<file path="config.mk">
export PLATFORM = sky130hd
export DESIGN_NAME = snake_move_sequencer_flat
export DESIGN_NICKNAME = d
export VERILOG_FILES = /design/src/rtl/snake_pkg.sv /design/src/rtl/snake_move_sequencer_if.sv /design/src/rtl/snake_turn_fifo.sv /design/src/rtl/snake_move_sequencer.sv /design/src/flat_wrapper.sv
export SDC_FILE = /design/constraint.sdc
export NUM_CORES = 1
export LEC_CHECK = 0
export CAP_MARGIN = 30
export CORE_ASPECT_RATIO = 0.5
export CORE_MARGIN = 8
export CORE_UTILIZATION = 30
export DETAILED_ROUTE_END_ITERATION = 16
export GPL_TIMING_DRIVEN = 0
export MAX_ROUTING_LAYER = met4
export PLACE_DENSITY = 0.45
export REMOVE_ABC_BUFFERS = 1
export SETUP_SLACK_MARGIN = 0.02
export SLEW_MARGIN = 40
export SYNTH_ARGS = -nofsm -noshare
export SYNTH_HDL_FRONTEND = slang
export SYNTH_SLANG_ARGS = --single-unit
export TNS_END_PERCENT = 50
</file>
<file path="constraint.sdc">
create_clock -name clk -period 2.9 [get_ports clk]
set_input_delay 0.725 -clock clk [delete_from_list [all_inputs] [get_ports clk]]
set_output_delay 0.725 -clock clk [all_outputs]
set_load 0.02 [all_outputs]
</file>
<file path="src/rtl/snake_pkg.sv">
// Shared types and helpers for the snake movement sequencer: game states,
// one-hot heading constants and the reverse-heading test.
package snake_pkg;

  typedef enum logic [1:0] {
    IDLE  = 2'b00,
    RUN   = 2'b01,
    PAUSE = 2'b10,
    OVER  = 2'b11
  } game_state_t;

  typedef logic [3:0] dir_t;

  localparam dir_t DIR_UP    = 4'b1000;
  localparam dir_t DIR_DOWN  = 4'b0100;
  localparam dir_t DIR_RIGHT = 4'b0010;
  localparam dir_t DIR_LEFT  = 4'b0001;

  function automatic logic is_reverse(dir_t a, dir_t b);
    return ((a == DIR_UP)    && (b == DIR_DOWN))  ||
           ((a == DIR_DOWN)  && (b == DIR_UP))    ||
           ((a == DIR_RIGHT) && (b == DIR_LEFT))  ||
           ((a == DIR_LEFT)  && (b == DIR_RIGHT));
  endfunction

endpackage

</file>
<file path="src/rtl/snake_move_sequencer_if.sv">
// Bundle between the keypad/collision side and the sequencer; master drives the
// requests and observes the step/heading/game outputs, slave is the sequencer.
interface snake_move_sequencer_if;
  import snake_pkg::*;

  logic        start;
  logic        pause;
  logic        up;
  logic        down;
  logic        right;
  logic        left;
  logic        collision;
  logic        step_tick;
  logic        cell_done;
  dir_t        direction;
  logic [1:0]  state;
  logic        endgame;

  modport master (
    output start, pause, up, down, right, left, collision,
    input  step_tick, cell_done, direction, state, endgame
  );

  modport slave (
    input  start, pause, up, down, right, left, collision,
    output step_tick, cell_done, direction, state, endgame
  );

endinterface

</file>
<file path="src/rtl/snake_turn_fifo.sv">
// Small synchronous queue of pending headings; exposes both head (next to apply)
// and tail (newest request). Push when full and pop when empty are ignored.
module snake_turn_fifo
  import snake_pkg::*;
#(
  parameter int DEPTH = 2
) (
  input  logic clk,
  input  logic reset,
  input  logic flush_i,
  input  logic push_i,
  input  dir_t push_dat_i,
  input  logic pop_i,
  output logic empty_o,
  output logic full_o,
  output dir_t head_o,
  output dir_t tail_o
);

  localparam int PTR_W = (DEPTH > 1) ? $clog2(DEPTH) : 1;
  localparam int CNT_W = $clog2(DEPTH + 1);
  localparam logic [PTR_W-1:0] LAST_PTR = PTR_W'(DEPTH - 1);
  localparam logic [CNT_W-1:0] FULL_CNT = CNT_W'(DEPTH);

  dir_t             mem_q [DEPTH];
  logic [PTR_W-1:0] rd_ptr_q, rd_ptr_d;
  logic [PTR_W-1:0] wr_ptr_q, wr_ptr_d;
  logic [PTR_W-1:0] tail_ptr;
  logic [CNT_W-1:0] cnt_q, cnt_d;
  logic             do_push, do_pop;

  assign empty_o  = (cnt_q == '0);
  assign full_o   = (cnt_q == FULL_CNT);
  assign do_push  = push_i && !full_o;
  assign do_pop   = pop_i && !empty_o;
  assign tail_ptr = (wr_ptr_q == '0) ? LAST_PTR : (wr_ptr_q - 1'b1);
  assign head_o   = mem_q[rd_ptr_q];
  assign tail_o   = mem_q[tail_ptr];

  always_comb begin
    rd_ptr_d = rd_ptr_q;
    wr_ptr_d = wr_ptr_q;
    cnt_d    = cnt_q;
    if (do_push) begin
      wr_ptr_d = (wr_ptr_q == LAST_PTR) ? '0 : (wr_ptr_q + 1'b1);
    end
    if (do_pop) begin
      rd_ptr_d = (rd_ptr_q == LAST_PTR) ? '0 : (rd_ptr_q + 1'b1);
    end
    cnt_d = cnt_q + CNT_W'(do_push) - CNT_W'(do_pop);
    if (flush_i) begin
      rd_ptr_d = '0;
      wr_ptr_d = '0;
      cnt_d    = '0;
    end
  end

  always_ff @(posedge clk) begin
    if (reset) begin
      rd_ptr_q <= '0;
      wr_ptr_q <= '0;
      cnt_q    <= '0;
    end else begin
      rd_ptr_q <= rd_ptr_d;
      wr_ptr_q <= wr_ptr_d;
      cnt_q    <= cnt_d;
    end
  end

  // Storage needs no reset: entries are only visible while cnt_q says they are valid.
  always_ff @(posedge clk) begin
    if (do_push && !flush_i) begin
      mem_q[wr_ptr_q] <= push_dat_i;
    end
  end

endmodule

</file>
<file path="src/rtl/snake_move_sequencer.sv">
// Game FSM, step/cell tick generation and grid-aligned turn application for the
// snake position datapath; step_tick/cell_done are combinational, heading updates one cycle after cell_done.
module snake_move_sequencer
  import snake_pkg::*;
#(
  parameter int TICK_DIV       = 125_000,
  parameter int STEPS_PER_CELL = 32,
  parameter int QDEPTH         = 2
) (
  input  logic                   clk,
  input  logic                   reset,
  snake_move_sequencer_if.slave  bus
);

  localparam int TICK_W = (TICK_DIV > 1) ? $clog2(TICK_DIV) : 1;
  localparam int STEP_W = (STEPS_PER_CELL > 1) ? $clog2(STEPS_PER_CELL) : 1;
  localparam logic [TICK_W-1:0] TICK_LAST = TICK_W'(TICK_DIV - 1);
  localparam logic [STEP_W-1:0] STEP_LAST = STEP_W'(STEPS_PER_CELL - 1);

  game_state_t        state_q, state_d;
  dir_t               dir_q, dir_d;
  logic               endgame_q;
  logic [TICK_W-1:0]  tick_cnt_q, tick_cnt_d;
  logic [STEP_W-1:0]  step_cnt_q, step_cnt_d;
  logic               start_q, pause_q;
  logic [3:0]         keys_q;

  logic [3:0]         keys;
  logic [3:0]         key_rise;
  logic               start_rise, pause_rise;
  logic               step_tick, cell_done;
  logic               cand_vld;
  dir_t               cand_dir;
  dir_t               ref_dir;
  logic               turn_ok;
  logic               q_push, q_pop, q_flush;
  logic               q_empty, q_full;
  dir_t               q_head, q_tail;

  // Key bit order matches both the one-hot heading encoding and the priority.
  assign keys       = {bus.up, bus.down, bus.right, bus.left};
  assign key_rise   = keys & ~keys_q;
  assign start_rise = bus.start & ~start_q;
  assign pause_rise = bus.pause & ~pause_q;

  assign step_tick = !reset && (state_q == RUN) && (tick_cnt_q == TICK_LAST) && !bus.collision;
  assign cell_done = step_tick && (step_cnt_q == STEP_LAST);

  always_comb begin
    cand_vld = 1'b1;
    cand_dir = DIR_RIGHT;
    if (key_rise[3]) begin
      cand_dir = DIR_UP;
    end else if (key_rise[2]) begin
      cand_dir = DIR_DOWN;
    end else if (key_rise[1]) begin
      cand_dir = DIR_RIGHT;
    end else if (key_rise[0]) begin
      cand_dir = DIR_LEFT;
    end else begin
      cand_vld = 1'b0;
    end
  end

  // New turns are judged against the last heading we will have, not the current one.
  assign ref_dir = q_empty ? dir_q : q_tail;
  assign turn_ok = (cand_dir != ref_dir) && !is_reverse(cand_dir, ref_dir);
  assign q_push  = cand_vld && ((state_q == RUN) || (state_q == PAUSE)) && turn_ok && !q_full;
  assign q_pop   = cell_done && !q_empty;
  assign q_flush = (state_d == IDLE);

  snake_turn_fifo #(
    .DEPTH (QDEPTH)
  ) u_turn_fifo (
    .clk        (clk),
    .reset      (reset),
    .flush_i    (q_flush),
    .push_i     (q_push),
    .push_dat_i (cand_dir),
    .pop_i      (q_pop),
    .empty_o    (q_empty),
    .full_o     (q_full),
    .head_o     (q_head),
    .tail_o     (q_tail)
  );

  always_comb begin
    state_d = state_q;
    unique case (state_q)
      IDLE: begin
        if (start_rise) state_d = RUN;
      end
      RUN: begin
        if (bus.collision)   state_d = OVER;
        else if (pause_rise) state_d = PAUSE;
      end
      PAUSE: begin
        if (pause_rise) state_d = RUN;
      end
      OVER: begin
        if (start_rise) state_d = IDLE;
      end
      default: state_d = IDLE;
    endcase
  end

  always_comb begin
    tick_cnt_d = tick_cnt_q;
    step_cnt_d = step_cnt_q;
    dir_d      = dir_q;
    if (state_q == RUN) begin
      tick_cnt_d = (tick_cnt_q == TICK_LAST) ? '0 : (tick_cnt_q + 1'b1);
    end
    if (step_tick) begin
      step_cnt_d = (step_cnt_q == STEP_LAST) ? '0 : (step_cnt_q + 1'b1);
    end
    if (q_pop) begin
      dir_d = q_head;
    end
    // Entering (or sitting in) IDLE re-arms a fresh game.
    if (state_d == IDLE) begin
      tick_cnt_d = '0;
      step_cnt_d = '0;
      dir_d      = DIR_RIGHT;
    end
  end

  always_ff @(posedge clk) begin
    if (reset) begin
      state_q    <= IDLE;
      dir_q      <= DIR_RIGHT;
      endgame_q  <= 1'b0;
      tick_cnt_q <= '0;
      step_cnt_q <= '0;
      start_q    <= 1'b0;
      pause_q    <= 1'b0;
      keys_q     <= '0;
    end else begin
      state_q    <= state_d;
      dir_q      <= dir_d;
      endgame_q  <= (state_d == OVER);
      tick_cnt_q <= tick_cnt_d;
      step_cnt_q <= step_cnt_d;
      start_q    <= bus.start;
      pause_q    <= bus.pause;
      keys_q     <= keys;
    end
  end

  assign bus.step_tick = step_tick;
  assign bus.cell_done = cell_done;
  assign bus.direction = dir_q;
  assign bus.state     = state_q;
  assign bus.endgame   = endgame_q;

endmodule

</file>
<file path="src/flat_wrapper.sv">
// flat-port wrapper written by rule: the top's interface ports become plain ports
module snake_move_sequencer_flat import snake_pkg::*;
#(
  parameter int TICK_DIV       = 125_000,
  parameter int STEPS_PER_CELL = 32,
  parameter int QDEPTH         = 2
)
  (clk, reset, bus_start, bus_pause, bus_up, bus_down, bus_right, bus_left, bus_collision, bus_step_tick, bus_cell_done, bus_direction, bus_state, bus_endgame);
  snake_move_sequencer_if bus_i ();
  input  logic clk;
  input  logic reset;
  input wire logic [$bits(bus_i.start)-1:0] bus_start;
  input wire logic [$bits(bus_i.pause)-1:0] bus_pause;
  input wire logic [$bits(bus_i.up)-1:0] bus_up;
  input wire logic [$bits(bus_i.down)-1:0] bus_down;
  input wire logic [$bits(bus_i.right)-1:0] bus_right;
  input wire logic [$bits(bus_i.left)-1:0] bus_left;
  input wire logic [$bits(bus_i.collision)-1:0] bus_collision;
  output wire logic [$bits(bus_i.step_tick)-1:0] bus_step_tick;
  output wire logic [$bits(bus_i.cell_done)-1:0] bus_cell_done;
  output wire logic [$bits(bus_i.direction)-1:0] bus_direction;
  output wire logic [$bits(bus_i.state)-1:0] bus_state;
  output wire logic [$bits(bus_i.endgame)-1:0] bus_endgame;
  assign bus_i.start = bus_start;
  assign bus_i.pause = bus_pause;
  assign bus_i.up = bus_up;
  assign bus_i.down = bus_down;
  assign bus_i.right = bus_right;
  assign bus_i.left = bus_left;
  assign bus_i.collision = bus_collision;
  assign bus_step_tick = bus_i.step_tick;
  assign bus_cell_done = bus_i.cell_done;
  assign bus_direction = bus_i.direction;
  assign bus_state = bus_i.state;
  assign bus_endgame = bus_i.endgame;
  snake_move_sequencer #(.TICK_DIV(TICK_DIV), .STEPS_PER_CELL(STEPS_PER_CELL), .QDEPTH(QDEPTH)) u_core (.clk(clk), .reset(reset), .bus(bus_i));
endmodule
</file>
# --- Word level (Yosys, flattened, before mapping) ---
# Memories as Yosys holds them, arrays and structs flattened. A register that Yosys moved wholly into a read port is not among the register bits.
# Cells that the tools add are included.
# W data, S select, Z words.
classes:
  n_div: 0
  n_mul: 0
  addsub: 7
  muxes: 22
  magnitude_cmp: 0
  bitwise: 6
  shift: 0
  n_eq_ne: 16
  reduce_logical: 30
ops:
  columns: ["operator", "n"]
  rows:
  - ["$add A17 B1 Y17 const B", 1]
  - ["$eq A17 B17 Y1 const B", 1]
  - ["$mux W17", 1]
  - ["$logic_and A1 B1 Y1", 16]
  - ["$mux W4", 4]
  - ["$mux W2", 6]
  - ["$mux W1", 9]
  - ["$eq A2 B2 Y1 const B", 4]
  - ["$eq A4 B1 Y1 const B", 2]
  - ["$eq A4 B2 Y1 const B", 2]
  - ["$eq A4 B3 Y1 const B", 2]
  - ["$eq A4 B4 Y1 const B", 2]
  - ["$pmux W2 S4", 1]
  - ["$logic_not A1 Y1", 6]
  - ["$logic_not A2 Y1", 3]
  - ["$add A5 B1 Y5 const B", 1]
  - ["$eq A5 B5 Y1 const B", 1]
  - ["$mux W5", 1]
  - ["$and A4 B4 Y4", 1]
  - ["$logic_or A1 B1 Y1", 4]
  - ["$ne A4 B4 Y1", 1]
  - ["$not A4 Y4", 1]
  - ["$add A1 B1 Y1 const B", 2]
  - ["$add A2 B1 Y2", 1]
  - ["6 further kinds", 8]
word_totals:
  input_bits: 9
  output_inout_bits: 9
  n_memories: 1
  latchBits: 0
  romBits: 0
  ram_bits: 8
  ff_bits: 35
  word_cells: 92
memory_table:
  columns: ["memory", "depth", "width", "read_ports", "rd_clocked_by_memory_dff", "write_ports", "line_no", "source"]
  rows:
  - ["u_core.u_turn_fifo.mem_q", 2, 4, 2, 1, 1, "snake_turn_fifo.sv:25", "dir_t mem_q [DEPTH];"]

# --- Logic depth before layout (Yosys ltp) ---
# Gate-level depths: netlist of run 1.
depth:
  depth_word: 19
  mapped_depth: 13
  mapped_depth_nobuf: 12

# --- By module ---
# From an unflattened synthesis of run 1, not the netlist that was laid out.
hier_totals:
  cells_unflattened: 248
  area_unflattened_um2: 2374.8
by_module_without_submodules:
  columns: ["mod", "instances", "seq_area_each_um2", "area_per_inst_um2", "cells_each"]
  rows:
  - ["snake_move_sequencer", 1, 700.7, 1780.5, 206]
  - ["snake_turn_fifo", 1, 340.3, 594.3, 42]

# --- Worst setup path before layout of run 1 ---
# No wires, ideal clock.
synth_path:
  path_kind: "flip-flop to flip-flop"
  startpoint: "register u_core.state_q[0], in the netlist u_core.bus.state[0]"
  endpoint: "register u_core.u_turn_fifo.cnt_q[1]"
  synth_period_minus_slack_ns: 2.971
  slack_ns: -0.071
  arrival_ns: 2.854
  n_path_buf: 2
  setup_time_ns: 0.117
  path_stages_with_launch: 13
  required_ns: 2.783
  path_cell_list: "dfxtp_1 -> ha_1 -> clkbuf_1 -> inv_1 -> nor4_2 -> and3_1 -> buf_2 -> ha_1 -> inv_1 -> ha_1 -> xnor2_1 -> xnor2_1 -> nor2_1"
synth_via:
  elab_chain_len: 8
  elab_cells_between_ends: 25
synth_lines:
  columns: ["item", "line_no", "source"]
  rows:
  - ["from (decl)", "snake_move_sequencer.sv:20", "game_state_t state_q, state_d;"]
  - ["from (signal assigned)", "snake_move_sequencer.sv:139", "state_q <= state_d;"]
  - ["$eq A2 B1 Y1", "snake_move_sequencer.sv:46", "assign step_tick = !reset && (state_q == RUN) && (tick_cnt_q == TICK_LAST) && !bus.collision;"]
  - ["$logic_and A1 B1 Y1 (3 in a row)", "snake_move_sequencer.sv:46", null]
  - ["via bus_step_tick", "flat_wrapper.sv:19", "output wire logic [$bits(bus_i.step_tick)-1:0] bus_step_tick;"]
  - ["$logic_and A1 B1 Y1", "snake_move_sequencer.sv:47", "assign cell_done = step_tick && (step_cnt_q == STEP_LAST);"]
  - ["$logic_and A1 B1 Y1", "snake_move_sequencer.sv:69", "assign q_pop = cell_done && !q_empty;"]
  - ["via u_core.q_pop", "snake_move_sequencer.sv:36", "logic q_push, q_pop, q_flush;"]
  - ["$logic_and A1 B1 Y1", "snake_turn_fifo.sv:35", "assign do_pop = pop_i && !empty_o;"]
  - ["$sub A2 B1 Y2", "snake_turn_fifo.sv:50", "cnt_d = cnt_q + CNT_W'(do_push) - CNT_W'(do_pop);"]
  - ["to (signal assigned)", "snake_turn_fifo.sv:66", "cnt_q <= cnt_d;"]
  - ["to (decl)", "snake_turn_fifo.sv:29", "logic [CNT_W-1:0] cnt_q, cnt_d;"]
# The timed path passes the listed nets, and every way through them passes these cells.
# A chain may end at the register's enable or synchronous reset.

# --- Worst setup path after layout of run 1 ---
layout_path:
  startpoint: "input bus_up"
  endpoint: "register u_core.u_turn_fifo.cnt_q[1]"
layout_via:
  elab_chain_len: 14
  elab_cells_between_ends: 23
layout_lines:
  columns: ["item", "line_no", "source"]
  rows:
  - ["from (decl)", "flat_wrapper.sv:14", "input wire logic [$bits(bus_i.up)-1:0] bus_up;"]
  - ["$and A4 B4 Y4 *", "snake_move_sequencer.sv:42", "assign key_rise = keys & ~keys_q;"]
  - ["$mux W4 *", "snake_move_sequencer.sv:52", "if (key_rise[3]) begin"]
  - ["via u_core.cand_dir[3]", "snake_move_sequencer.sv:33", "dir_t cand_dir;"]
  - ["$eq A4 B4 Y1 or $eq A4 B3 Y1 (tied branches)", "snake_pkg.sv:20, snake_pkg.sv:21", null]
  - ["$logic_and A1 B1 Y1 (on tied branches)", "snake_pkg.sv:20, snake_pkg.sv:21", null]
  - ["$logic_or A1 B1 Y1", "snake_pkg.sv:20", "return ((a == DIR_UP) && (b == DIR_DOWN)) ||"]
  - ["$logic_or A1 B1 Y1", "snake_pkg.sv:21", "((a == DIR_DOWN) && (b == DIR_UP)) ||"]
  - ["$logic_or A1 B1 Y1", "snake_pkg.sv:22", "((a == DIR_RIGHT) && (b == DIR_LEFT)) ||"]
  - ["$logic_not A1 Y1", "snake_move_sequencer.sv:67", "assign turn_ok = (cand_dir != ref_dir) && !is_reverse(cand_dir, ref_dir);"]
  - ["$logic_and A1 B1 Y1 *", "snake_move_sequencer.sv:67", null]
  - ["$logic_and A1 B1 Y1 * (2 in a row)", "snake_move_sequencer.sv:68", "assign q_push = cand_vld && ((state_q == RUN) || (state_q == PAUSE)) && turn_ok && !q_full;"]
  - ["$logic_and A1 B1 Y1 *", "snake_turn_fifo.sv:34", "assign do_push = push_i && !full_o;"]
  - ["$add A2 B1 Y2 *", "snake_turn_fifo.sv:50", null]
  - ["$sub A2 B1 Y2 *", "snake_turn_fifo.sv:50", null]
# Mark *: on every way through the listed nets, which the timed path passes. The rest lies on a longest branch.

==> metrics.log, run 1 <==
[metrics] Longest Clk Path Bufs: 2
[metrics] worst setup path class: primary input to register
[metrics] final worst-path cycle share: 94.53%
[metrics] Post-Syn Area: 2365 um2
[metrics] WL per Instance: 12.35 um
[metrics] Starting Density: 30.21%
[metrics] vias after detailed routing: 1827
[metrics] IR Drop Worst-Case VDD: 0.0002984 V
[metrics] die area: 11150 um2
[metrics] Area growth syn-to-layout: 21.16%
[metrics] IO buf count: 17
[metrics] final max-slew violation count: 0
[metrics] Core Util, Final: 36.60%
[metrics] sequential fraction of the synthesis area: 43.17%
[metrics] cell area power density: 650.9 nW/um2
[metrics] number of nets in the finished design: 300
[metrics] dominant synthesized flop cell: sky130_fd_sc_hd__dfxtp_1
[metrics] total of endpoints with negative setup slack in the final report: 0
[metrics] RSZ-0062 raised after global routing: true
[metrics] Clock Tree Root: sky130_fd_sc_hd__clkbuf_16
[metrics] count of flip-flops with a built-in enable after synthesis: 8
[metrics] Ys Warns: 0
[metrics] CTS tree: yes
[metrics] post-layout total power: 1.865 mW
[metrics] distinct cell type count after synthesis: 42
[metrics] share of async-settable or async-resettable flops after synthesis: 0%
[metrics] pre-CTS setup slack: -540.8 ps
[metrics] die width: 141.6 um
[metrics] max-cap violations: 0
[metrics] worst path setup slack after routing: 158.6 ps
[metrics] row count: 23
[metrics] CP endpoint kind: register
[metrics] clock slew at the register clock pins of the worst setup and hold paths: 70 ps
[metrics] share of cells above drive strength 1: 12.37%
[metrics] transition time at the pin with the least slew margin: 651.2 ps
[metrics] CTS H-tree lvls: 2
[metrics] WL final: 4877 um
[metrics] total number of clock tree sinks: 47
[metrics] final routed DRC violation total: 0
[metrics] end point of the worst hold path: u_core.step_cnt_q[4]$_SDFFE_PP0P_
[metrics] global-route wire length before repair: 8369 um
[metrics] GRT Residual Overflow: 0
[metrics] WP data required: 3070 ps
[metrics] number of hold buffers added after cts: 0
[metrics] die extent in y: 78.78 um
[metrics] number of detailed-route iterations in the first pass: 4
[metrics] number of top-level pins: 18
[metrics] number of cells traversed by the worst register-to-register path: 12
[metrics] Placer Congestion: 0.7867
[metrics] antenna fix cells: 0
[metrics] fmax: 0.3648 GHz
[metrics] sum of net half-perimeters after detailed placement: 3545 um
[metrics] reg2reg setup slack: 260 ps
[metrics] DRC violation total after the first TritonRoute iteration: 67
[metrics] shortest clock period the worst path allows after layout: 2741 ps
[metrics] count of mapped cells out of synthesis: 265
[metrics] cts bufs inserted: 5
[metrics] antenna violations before repair: 0
[metrics] Final ANT Viol Nets: 0
[metrics] nature of the critical path startpoint: primary input
[metrics] via density per instance: 4.625
[metrics] cell types occupying the most area after synthesis: sky130_fd_sc_hd__dfxtp_1 33%, sky130_fd_sc_hd__edfxtp_1 10%, sky130_fd_sc_hd__nor2_1 6.5%, sky130_fd_sc_hd__ha_1 4.8%, sky130_fd_sc_hd__xnor2_1 4.4%
[metrics] HP Class: register to register
[metrics] maximum fanout count along the critical path: 4
[metrics] clock tree skew after final layout: 3.582 ps
[metrics] worst skew pair latency: 290 ps
[metrics] maximum number of pins on one net before global-route repair: 22
[metrics] critical register-to-register path endpoint: u_core.u_turn_fifo.cnt_q[1]$_SDFF_PP0_
[metrics] total global routing track utilization: 9.637%
[metrics] startpoint of the most critical hold path: u_core.step_cnt_q[4]$_SDFFE_PP0P_
[metrics] standby leakage power: 0.9607 nW
[metrics] mean instance size in the synthesized netlist: 8.924 um2
[metrics] post-synthesis register bit count: 47
[metrics] headroom to the max-slew limit: 56.26%
[metrics] data arrival time of the critical path: 2910 ps
[metrics] hold violation count in the final report: 0
[metrics] launching point of the worst reg2reg path: u_core.tick_cnt_q[0]$_SDFFE_PP0P_
[metrics] Cells on Worst Hold Path: 2
[metrics] area of the core: 7828 um2
[metrics] Layout fillers: 811
[metrics] vias in the first global route: 1707
[metrics] dominant cell type by area after synthesis: sky130_fd_sc_hd__dfxtp_1
[metrics] post-synth top area share: 33.02%
[metrics] outcome: complete, no violations
-- metal layers --
layer | GRT usage, % | part of all wire [%]
met5 | - | 0
met2 | 15.00 | 48
met4 | 5.420 | 2.1
met1 | 11.25 | 48
met3 | 2.572 | 2.0
-- state kept, by name, indices dropped and copies added, names as in the netlist, 2 cells and up --
register and cells:
u_core.u_turn_fifo.cnt_q 2, u_core.keys_q 4, u_core.u_turn_fifo.mem_q 8, u_core.tick_cnt_q 17, u_core.bus.direction 4, u_core.bus.state 2
u_core.step_cnt_q 5
-- cell usage in the layout, fill, tap and decap left out, drive strengths merged, types with 2 or more instances in the layout --
| cell | netlist | layout |
|---|---|---|
| a211oi | 4 | 4 |
| a21o | 2 | 2 |
| a21oi | 13 | 13 |
| a31oi | 2 | 2 |
| and2 | 3 | 3 |
| and3 | 8 | 8 |
| buf | 4 | 4 |
| clkbuf | 5 | 5 |
| clkdlybuf4s50 | 0 | 14 |
| clkinvlp | 0 | 2 |
| dfxtp | 39 | 39 |
| edfxtp | 8 | 8 |
| ha | 9 | 9 |
| inv | 8 | 8 |
| mux2i | 8 | 8 |
| nand2 | 20 | 20 |
| nand2b | 8 | 8 |
| nand3 | 5 | 5 |
| nand4 | 4 | 4 |
| nor2 | 41 | 41 |
| nor2b | 10 | 10 |
| nor3 | 11 | 11 |
| nor3b | 4 | 4 |
| nor4 | 4 | 4 |
| nor4b | 2 | 2 |
| o21ai | 9 | 9 |
| o22ai | 3 | 3 |
| or2 | 2 | 2 |
| or4 | 2 | 2 |
| xnor2 | 12 | 12 |
| xor2 | 8 | 8 |
-- kinds of logic (layout without fill, tap and decap cells) --
logic type	after synthesis	after routing	share of synthesized area, %
compound gates	36	36	9.735
buf+inv	17	35	2.963
simple gates	128	128	28.57
mux	8	8	3.386
fa+ha+maj	9	9	4.762
flops	47	47	43.17
xor+xnor	20	20	7.407
-- cell usage after synthesis (2+ instances only) --
library cell and number:
sky130_fd_sc_hd__nor2_1 41, sky130_fd_sc_hd__nor4_2 2, sky130_fd_sc_hd__and3_1 8, sky130_fd_sc_hd__ha_1 9, sky130_fd_sc_hd__nand3_1 5, sky130_fd_sc_hd__clkbuf_1 4
sky130_fd_sc_hd__a211oi_1 4, sky130_fd_sc_hd__a21o_1 2, sky130_fd_sc_hd__nor2b_1 10, sky130_fd_sc_hd__buf_2 4, sky130_fd_sc_hd__a31oi_1 2, sky130_fd_sc_hd__nand4_1 4
sky130_fd_sc_hd__edfxtp_1 8, sky130_fd_sc_hd__nor3b_1 4, sky130_fd_sc_hd__nand2_1 20, sky130_fd_sc_hd__mux2i_1 8, sky130_fd_sc_hd__o21ai_0 9, sky130_fd_sc_hd__nor4_1 2
sky130_fd_sc_hd__dfxtp_1 39, sky130_fd_sc_hd__o22ai_1 2, sky130_fd_sc_hd__and2_1 3, sky130_fd_sc_hd__xor2_1 8, sky130_fd_sc_hd__inv_1 8, sky130_fd_sc_hd__a21oi_1 12
sky130_fd_sc_hd__nand2b_1 8, sky130_fd_sc_hd__xnor2_1 12, sky130_fd_sc_hd__or4_1 2, sky130_fd_sc_hd__nor3_1 11
-- worst max path at each step --
stage	depth (start not counted)	to	slack (ps)	from
floorplan	10	u_core.u_turn_fifo.cnt_q[1]$_SDFF_PP0_	-50	u_core.bus.state[0]$_SDFF_PP0_
global placement	8	u_core.u_turn_fifo.rd_ptr_q$_SDFFE_PP0P_	-960	bus_pause
detailed placement	4	bus_cell_done	-540	reset
CTS	7	bus_cell_done	7	u_core.tick_cnt_q[0]$_SDFFE_PP0P_
global route	13	u_core.u_turn_fifo.cnt_q[1]$_SDFF_PP0_	-7	bus_up
finish	13	u_core.u_turn_fifo.cnt_q[1]$_SDFF_PP0_	160	bus_up
-- through the flow --
stage	instance area, um2	setup TNS, ps	cells	hold slack [ps]
after floorplan	2325	-49.41	256	436.2
after global placement	2635	-22520	385	445.6
after detailed placement	2643	-9221	385	455.3
after CTS	2815	0	395	464.2
after global routing	2865	-6.833	395	485.7
final	2865	0	395	460.9
-- timing repair --
action                     in CTS  in global routing
buffers inserted                2                  0
pin swaps                       6                  7
gates resized for setup        17                 12
setup endpoints to repair       4                 35
-- worst max-delay path, cell delays in order --
cell                              delay [ps]
sky130_fd_sc_hd__clkdlybuf4s50_1         410
sky130_fd_sc_hd__nand2b_1                130
sky130_fd_sc_hd__inv_2                    70
sky130_fd_sc_hd__or2_4                   260
sky130_fd_sc_hd__a2111oi_4               210
sky130_fd_sc_hd__nor3_2                   90
sky130_fd_sc_hd__o2111ai_2               220
sky130_fd_sc_hd__ha_1                    260
sky130_fd_sc_hd__inv_1                    60
sky130_fd_sc_hd__ha_2                    180
sky130_fd_sc_hd__xnor2_2                 110
sky130_fd_sc_hd__xnor2_1                 130
sky130_fd_sc_hd__nor2_1                   50
-- where the power goes --
group          leakage, nW  switching (mW)  total (mW)  internal, mW
registers            0.391          0.0438       0.757         0.713
clock network       0.0658           0.260       0.578         0.318
logic                0.504           0.328       0.531         0.203
-- final cells by class --
| type | instances | area [um2] | area share, % |
|---|---|---|---|
| Multi-Input combinational cell | 201 | 1353 | 47.21 |
| Sequential cell | 47 | 1023 | 35.72 |
| Timing Repair Buffer | 19 | 173.9 | 6.070 |
| Tap cell | 112 | 140.1 | 4.891 |
| Clock buffer | 5 | 125.1 | 4.367 |
| Inverter | 8 | 30.03 | 1.048 |
| Clock inverter | 3 | 20.02 | 0.6987 |
Power figures use the tool's default switching activity.
==> run 2, diff against run 1 <==
clock period = 3.2 ns   (was 2.9 ns; I/O delays follow)
==> run 2 against run 1 <==
Clock power is 9.3% lower. Design area is 1.4% lower. Sequential power is 9.6% lower. Register-to-register slack better by 190 ps. Combinational power is 12% lower. Critical path depth is 9 lower. Via count is 0.71% higher. Worst setup slack better by 55 ps. Worst hold slack hardly changed. Routed wire length hardly changed. Sequential share of layout area is 0.40 points higher. Critical path type is now primary input to output port. Largest cell class unchanged.
==> metrics.log, run 2 (synthesis gave the netlist of run 1 again) <==
[metrics] number of top-level pins: 18
[metrics] nature of the critical path startpoint: primary input
[metrics] total of endpoints with negative setup slack in the final report: 0
[metrics] Final ANT Viol Nets: 0
[metrics] launching point of the worst reg2reg path: u_core.tick_cnt_q[0]$_SDFFE_PP0P_
[metrics] headroom to the max-slew limit: 56.25%
[metrics] die width: 141.6 um
[metrics] die area: 11150 um2
[metrics] IO buf count: 17
[metrics] leading cell type in the layout, fill and taps excluded: sky130_fd_sc_hd__nor2_1
[metrics] number of detailed-route iterations in the first pass: 4
[metrics] antenna fix cells: 0
[metrics] clock slew at the register clock pins of the worst setup and hold paths: 60 ps
[metrics] end point of the worst hold path: u_core.step_cnt_q[4]$_SDFFE_PP0P_
[metrics] GRT Residual Overflow: 0
[metrics] Clock Tree Root: sky130_fd_sc_hd__clkbuf_16
[metrics] combined flip-flop and latch cell area: 1021 um2
[metrics] total placed cells including tap cells: 385
[metrics] shortest clock period the worst path allows after layout: 2986 ps
[metrics] total global routing track utilization: 9.531%
[metrics] max reg flops: 17
[metrics] maximum number of pins on one net before global-route repair: 22
[metrics] Cells on Worst Hold Path: 2
[metrics] total number of clock tree sinks: 47
[metrics] standby leakage power: 0.9588 nW
[metrics] CP endpoint kind: output port
[metrics] WL final: 4880 um
[metrics] final worst-path cycle share: 93.32%
[metrics] Area growth syn-to-layout: 19.52%
[metrics] transition time at the pin with the least slew margin: 651.2 ps
[metrics] data arrival time of the critical path: 2190 ps
[metrics] cts bufs inserted: 5
[metrics] reg2reg setup slack: 450 ps
[metrics] DRC violation total after the first TritonRoute iteration: 86
[metrics] worst path setup slack after routing: 213.7 ps
[metrics] Starting Density: 30.21%
[metrics] fmax: 0.3349 GHz
[metrics] post-layout total power: 1.677 mW
[metrics] startpoint of the most critical hold path: u_core.step_cnt_q[4]$_SDFFE_PP0P_
[metrics] worst setup path class: primary input to output port
[metrics] vias in the first global route: 1683
[metrics] area taken by multi-input logic gates: 1316 um2
[metrics] Layout fillers: 815
[metrics] critical register-to-register path endpoint: u_core.u_turn_fifo.cnt_q[1]$_SDFF_PP0_
[metrics] worst skew pair latency: 290 ps
[metrics] die extent in y: 78.78 um
[metrics] WL per Instance: 12.39 um
[metrics] number of cells traversed by the worst register-to-register path: 12
[metrics] via density per instance: 4.670
[metrics] hold violation count in the final report: 0
[metrics] max-cap violations: 0
[metrics] HP Class: register to register
[metrics] WP data required: 2400 ps
[metrics] Reg with most FFs: u_core.tick_cnt_q
[metrics] antenna violations before repair: 0
[metrics] share of cells above drive strength 1: 7.447%
[metrics] Post-Route Hold Slack: 460.9 ps
[metrics] Placer Congestion: 0.7867
[metrics] count of non-filler cells in the finished layout: 394
[metrics] accumulated negative setup slack: 0 ps
[metrics] pre-CTS setup slack: -390.8 ps
[metrics] CTS H-tree lvls: 2
[metrics] maximum fanout count along the critical path: 5
[metrics] cell area power density: 593.2 nW/um2
[metrics] Longest Clk Path Bufs: 2
[metrics] outcome: complete, no violations
[metrics] RSZ-0062 raised after global routing: false
[metrics] final max-slew violation count: 0
[metrics] clock tree skew after final layout: 2.739 ps
[metrics] row count: 23
[metrics] IR Drop Worst-Case VDD: 0.0002648 V
[metrics] final routed DRC violation total: 0
[metrics] commonest cells after routing, fill and taps aside: 40 x sky130_fd_sc_hd__nor2_1, 39 x sky130_fd_sc_hd__dfxtp_1, 20 x sky130_fd_sc_hd__nand2_1, 14 x sky130_fd_sc_hd__clkdlybuf4s50_1
[metrics] sum of net half-perimeters after detailed placement: 3545 um
[metrics] vias after detailed routing: 1840
[metrics] global-route wire length before repair: 8252 um
[metrics] largest registers: u_core.tick_cnt_q x17, u_core.u_turn_fifo.mem_q x8, u_core.step_cnt_q x5
[metrics] area of the core: 7828 um2
[metrics] CTS tree: yes
[metrics] number of nets in the finished design: 299
run 2: cell count changes in the layout (fill, tap and decap cells not counted), moves of 2 or more:
cell                            before  now
sky130_fd_sc_hd__a21oi_1            10   12
sky130_fd_sc_hd__a21oi_2             3    1
sky130_fd_sc_hd__buf_2               2    0
sky130_fd_sc_hd__dfxtp_1            37   39
sky130_fd_sc_hd__dfxtp_2             2    0
sky130_fd_sc_hd__dlygate4sd2_1       1    3
sky130_fd_sc_hd__ha_1                6    8
sky130_fd_sc_hd__ha_2                3    1
run 2: timing repair:
action	CTS	global route
setup endpoints to repair	2	1
pin swaps	0	1
hold buffers	0	0
gates resized for setup	5	4
buffers inserted	0	1
run 2: routing by layer:
layer / global-route usage (%) / vias up / part of all wire, % / routed length (um)
met3: 2.572 / 8 / 2.2 / 105
met2: 14.62 / 13 / 47 / 2289
met4: 5.420 / 0 / 2.1 / 102
li1: - / 950 / - / -
met1: 11.25 / 869 / 49 / 2382
met5: - / - / 0 / 0
run 2: final cells by class:
type	count	area share [%]
Timing Repair Buffer	18	6.153
Inverter	8	1.062
Multi-Input combinational cell	201	46.57
Clock buffer	5	4.427
Clock inverter	3	0.7083
Sequential cell	47	36.12
Tap cell	112	4.958
run 2: metrics by stage:
stage	util [%]	area, um2
4_1_cts	35.71	2795
5_1_grt	36.11	2826
3_5_place_dp	33.76	2643
6_report	36.11	2826
3_3_place_gp	33.66	2635
2_1_floorplan	-	2325
run 2: worst max-delay path by stage:
stage	start	endpoint	slack, ps	depth (start not counted)
5_1_grt	bus_up	u_core.u_turn_fifo.cnt_q[1]$_SDFF_PP0_	7	13
3_3_place_gp	bus_pause	u_core.u_turn_fifo.rd_ptr_q$_SDFFE_PP0P_	-740	8
6_report	bus_collision	bus_cell_done	210	4
3_5_place_dp	reset	bus_cell_done	-390	4
2_1_floorplan	u_core.bus.state[0]$_SDFF_PP0_	u_core.u_turn_fifo.cnt_q[1]$_SDFF_PP0_	250	10
4_1_cts	bus_up	u_core.u_turn_fifo.cnt_q[1]$_SDFF_PP0_	50	13
run 2: power breakdown:
part / internal, mW / switching [mW] / total, mW
sequential: 0.645 / 0.0391 / 0.684
combinational: 0.178 / 0.291 / 0.469
clock: 0.288 / 0.235 / 0.524
run 2: worst max-delay path: stages:
cell                              delay (ps)
sky130_fd_sc_hd__clkdlybuf4s50_1         490
sky130_fd_sc_hd__nor4_4                  390
sky130_fd_sc_hd__and2_1                  170
sky130_fd_sc_hd__dlygate4sd2_1           330
==> run 3, diff against run 2 <==
GPL_ROUTABILITY_DRIVEN = 0   (was not set)
==> results of run 3 <==
Final layout, timing and power as in run 2 (identical DEF).
